File: src/rtl/immediate_or_src.sv
// Decode-stage register file: one falling-edge write port, two combinational read ports.
// Optional combinational write-to-read forwarding is enabled by defining WRITE_BYPASS_EN.
module immediate_or_src #(
  parameter int          DATA_W   = 16,
  parameter int          ADDR_W   = 3,
  parameter int          NUM_REGS = 8,
  parameter logic [1:0]  IMM_CAT  = 2'b10
) (
  input  logic              clk,
  input  logic              rst_n,
  input  logic [DATA_W-1:0] immediate,
  input  logic              write_back,
  output logic [DATA_W-1:0] read_data1,
  output logic [DATA_W-1:0] read_data2,
  input  logic [DATA_W-1:0] write_data,
  input  logic [ADDR_W-1:0] src_addr,
  input  logic [ADDR_W-1:0] dst_addr,
  input  logic [ADDR_W-1:0] write_addr,
  input  logic [1:0]        category
);

  logic [DATA_W-1:0] regs [NUM_REGS];
  logic [DATA_W-1:0] reg_dst;
  logic [DATA_W-1:0] reg_src;
  logic              imm_sel;

  // Writes land on the falling edge so decode reads see them in the second half of the cycle.
  always_ff @(negedge clk or negedge rst_n) begin
    if (!rst_n) begin
      for (int i = 0; i < NUM_REGS; i++) begin
        regs[i] <= '0;
      end
    end else if (write_back) begin
      regs[write_addr] <= write_data;
    end
  end

  assign reg_dst = regs[dst_addr];
  assign reg_src = regs[src_addr];
  assign imm_sel = (category == IMM_CAT);

`ifdef WRITE_BYPASS_EN
  logic hit_dst;
  logic hit_src;

  // Forwarding is suppressed during reset so outputs reflect the cleared file.
  assign hit_dst = write_back && rst_n && (write_addr == dst_addr);
  assign hit_src = write_back && rst_n && (write_addr == src_addr);

  always_comb begin
    read_data1 = hit_dst ? write_data : reg_dst;
    read_data2 = reg_src;
    if (imm_sel) begin
      read_data2 = immediate;
    end else if (hit_src) begin
      read_data2 = write_data;
    end
  end
`else
  always_comb begin
    read_data1 = reg_dst;
    read_data2 = imm_sel ? immediate : reg_src;
  end
`endif

endmodule

File: config.mk
export PLATFORM = sky130hd
export DESIGN_NAME = immediate_or_src
export DESIGN_NICKNAME = d
export VERILOG_FILES = /design/src/rtl/immediate_or_src.sv
export SDC_FILE = /design/constraint.sdc
export NUM_CORES = 1
export LEC_CHECK = 0
export CORE_ASPECT_RATIO = 0.75
export CORE_MARGIN = 1.5
export CORE_UTILIZATION = 57
export CTS_CLUSTER_SIZE = 28
export DETAILED_ROUTE_END_ITERATION = 12
export PLACE_DENSITY = 0.8
export SYNTH_ARGS = -nofsm -noshare
export SYNTH_HDL_FRONTEND = slang
export SYNTH_SLANG_ARGS = --single-unit
File: constraint.sdc
create_clock -name clk -period 3.9 [get_ports clk]
set_clock_uncertainty 0.2 [all_clocks]
set_input_delay 1.17 -clock clk [delete_from_list [all_inputs] [get_ports clk]]
set_output_delay 1.17 -clock clk [all_outputs]
set_load 0.01 [all_outputs]
==> results.yml <==
synth:
  synth.area.top_cells: "sky130_fd_sc_hd__dfrtn_1 45%, sky130_fd_sc_hd__mux2_2 28%, sky130_fd_sc_hd__mux4_1 8.5%, sky130_fd_sc_hd__mux2i_1 4.5%, sky130_fd_sc_hd__mux4_2 2.8%"
  netlist_area_um2: 7150
  adder_cell_share_of_the_synthesized_area: 0
  synth-warning-count: 0
  synthDominantAreaCellType: "sky130_fd_sc_hd__dfrtn_1"
  netlist-cell-type-count: 24
  synth_compound_area_frac: 0.0504
  post_synth_inst_count: 484
  syn_nets: 530
  synth_xor_area_frac: 0
  dominant_combinational_cell_family_by_area_after_synthesis: "multiplexers"
  synth_mux_area_frac: 0.435
  synth-seq-cells: 128
  syn_area_per_cell_um2: 14.8
  synth_top_area_frac: 0.448
  post_synth_and_or_nand_nor_area_fraction: 0.0324
  synth-seq-area-share: 0.448
placed_design:
  dpl.hpwl_um: 11700
  port_buffers: 77
  dpl-instance-area_um2: 8930
  gp_congestion: 0.784
power:
  total_leakage_power_nw: 4.79
  vdd_ir_drop_max_mv: 0.347
  power_density_nw_per_um2: 504
route:
  vias: 5449
  detail-route-antenna-nets: 0
  first_pass_iters: 5
  route.detailed.wl_per_inst_um: 28.6
  drt_drc_violations_left: 0
  vias_per_cell: 6.60
  detail_route.wirelength_um: 23600
  drt-initial-drc-count: 350
clock_tree:
  cts_tree: "yes"
  hold_buffers: 0
  h-tree-depth: 4
  clk_pin_slew_worst_paths_ns: 0.04
  cts-root-buf: "sky130_fd_sc_hd__clkbuf_16"
  ctsLongestPathBuffers: 2
  cts.sinks: 128
  tritoncts.num_buffers: 17
  clk_latency_ns: 0.40
grt:
  antenna_violations_before_repair: 0
  grt_util_all_layers: 0.357
  number_of_global_route_vias_before_repair: 5792
  grt_first_pass_wirelength_um: 34800
  grt_start_max_net_pins: 40
  grt_overflow: 0
timing:
  timing_worst_slew_pin_value_ns: 0.399
  setup_viol_count_final: 160
  final_critical_path_setup_slack_ns: -1.13
  maxSlewViolCount: 0
  final-hold-violation-count: 0
  slew_headroom: 0.733
  rsz0062_at_grt: "yes"
floorplanning:
  rows: 35
  design.core.area_um2: 12300
  die-width_um: 132
  top_level_ports: 78
  die_outline_area_um2: 13200
  initial_core_util: 0.583
  die_h_um: 100
setup_path:
  max_stage_delay_ns: 0.50
  critPathMaxFanout: 3
  critical_path.startpoint_type: "register"
  path_cells: "mux4_2, mux2_4, buf_6"
  crit_path_end_kind: "primary output"
  cp_data_arrival_time_ns: 3.66
  crit_type: "reg2out"
  critPathRequiredTime_ns: 2.53
  slowest_stage: "sky130_fd_sc_hd__mux4_2"
run_status:
  failed_checks: "setup timing"
  outcome: "finished, violations left"
run:
  max_cap_violations: 0
finish:
  largest_register: "regs"
  fin_nets: 693
  antenna_cells_inserted: 0
  number_of_flip_flops_under_the_largest_register_name: 128
  final_core_utilization: 0.850
  drive_above_1_share: 0.641
  final_cell_area_um2: 10400
  fill_cells: 539
  reg_top3: "regs (128)"
  area.growth.synth_to_final_pct: 45.8
worst_hold_path:
  kind_of_path_behind_the_tightest_hold_check: "reg2reg"
[synthesized netlist by cell type]
| cell type | n |
|---|---|
| sky130_fd_sc_hd__buf_2 | 7 |
| sky130_fd_sc_hd__nand4_2 | 1 |
| sky130_fd_sc_hd__nand2b_4 | 1 |
| sky130_fd_sc_hd__nor3b_4 | 2 |
| sky130_fd_sc_hd__mux4_2 | 9 |
| sky130_fd_sc_hd__nand2b_1 | 1 |
| sky130_fd_sc_hd__buf_6 | 6 |
| sky130_fd_sc_hd__buf_8 | 1 |
| sky130_fd_sc_hd__mux2_2 | 176 |
| sky130_fd_sc_hd__mux4_1 | 23 |
| sky130_fd_sc_hd__nand2_1 | 18 |
| sky130_fd_sc_hd__o31ai_1 | 16 |
| sky130_fd_sc_hd__nor2b_1 | 2 |
| sky130_fd_sc_hd__clkbuf_1 | 11 |
| sky130_fd_sc_hd__buf_1 | 2 |
| sky130_fd_sc_hd__dfrtn_1 | 128 |
| sky130_fd_sc_hd__nor3_4 | 2 |
| sky130_fd_sc_hd__nor2_1 | 1 |
| sky130_fd_sc_hd__nand4b_2 | 3 |
| sky130_fd_sc_hd__clkbuf_4 | 1 |
| sky130_fd_sc_hd__buf_4 | 9 |
| sky130_fd_sc_hd__o22ai_1 | 16 |
| sky130_fd_sc_hd__a22o_1 | 16 |
| sky130_fd_sc_hd__mux2i_1 | 32 |
[worst paths after layout]
kind | start | to | slack, ns | cells after the start
worst max register to register | regs[94] | regs[94] | 2.53 | 4
worst max-delay path | regs[118] | read_data1[6] | -1.13 | 3
worst min register to register | regs[34] | regs[34] | 0.28 | 1
max in group asynchronous | rst_n | regs[73] | 0.74 | 2
min in group asynchronous | rst_n | regs[0] | 2.25 | 1
worst min-delay path | regs[34] | regs[34] | 0.28 | 1
[cell usage in the layout (no fill, tap or decap), types with 18 or more instances in the layout]
master | netlist | final
sky130_fd_sc_hd__buf_2 | 7 | 19
sky130_fd_sc_hd__clkdlybuf4s50_1 | 0 | 38
sky130_fd_sc_hd__mux2_2 | 176 | 45
sky130_fd_sc_hd__clkbuf_16 | 0 | 19
sky130_fd_sc_hd__buf_6 | 6 | 33
sky130_fd_sc_hd__buf_12 | 0 | 26
sky130_fd_sc_hd__dfrtn_1 | 128 | 128
sky130_fd_sc_hd__nand2_1 | 18 | 18
sky130_fd_sc_hd__mux2i_1 | 32 | 31
sky130_fd_sc_hd__buf_4 | 9 | 58
sky130_fd_sc_hd__mux2_4 | 0 | 131
sky130_fd_sc_hd__mux4_2 | 9 | 32
[cells by family (layout without fill, tap and decap cells)]
kind of cell,count (synthesis),count (layout)
DFF,128,128
and+or+nand+nor,31,31
AOI/OAI and AO/OA,48,48
buffers and inverters,37,213
muxes,240,240
[metal layers]
layer	GRT usage	wire [um]	up-vias
met5	0	0	-
met4	0.173	935	0
met3	0.0773	1530	77
met2	0.582	11500	278
met1	0.461	9650	2895
li1	-	-	2199
[critical path: cells and delay by family, from the launching register on]
family / cells / cell delay, ns
buffers and inverters: 1 / 0.12
DFF: 1 / 0.38
muxes: 2 / 0.80
[timing repair]
action	in CTS	in global routing
endpoints found under the setup margin	160	160
resized for setup	262	36
cloned	5	1
setup buffers	36	17
hold endpoints to repair	0	0
pin swaps	16	10
[area by class of cell]
| class | count | area, um^2 | area share |
|---|---|---|---|
| repair buffers | 181 | 1950 | 0.187 |
| well taps | 166 | 208 | 0.0199 |
| clock inverters | 11 | 113 | 0.0108 |
| clock buffers | 21 | 470 | 0.0452 |
| multi-input cells | 319 | 4470 | 0.429 |
| flip-flops and latches | 128 | 3200 | 0.307 |
[metrics by stage]
step | worst slack (ns) | instances | hold WS [ns] | TNS (ns) | total power [mW]
3_3_place_gp | -1.01 | 741 | 0.260 | -151.22 | 3.19
6_report | -1.13 | 826 | 0.277 | -67.49 | 5.25
5_1_grt | -1.15 | 826 | 0.300 | -69.17 | 5.42
4_1_cts | -1.11 | 814 | 0.276 | -77.93 | 5.05
3_5_place_dp | -1.04 | 741 | 0.274 | -154.24 | 3.25
2_1_floorplan | -0.687 | 484 | 0.251 | -78.39 | 2.74
[report_power, final]
group	leakage (nW)	total, mW	internal (mW)	switching [mW]
Sequential	1.54	1.92	1.65	0.265
Combinational	2.97	1.73	1.10	0.630
Clock	0.284	1.60	0.984	0.620
No activity file was read; power rests on OpenSTA's default activity.
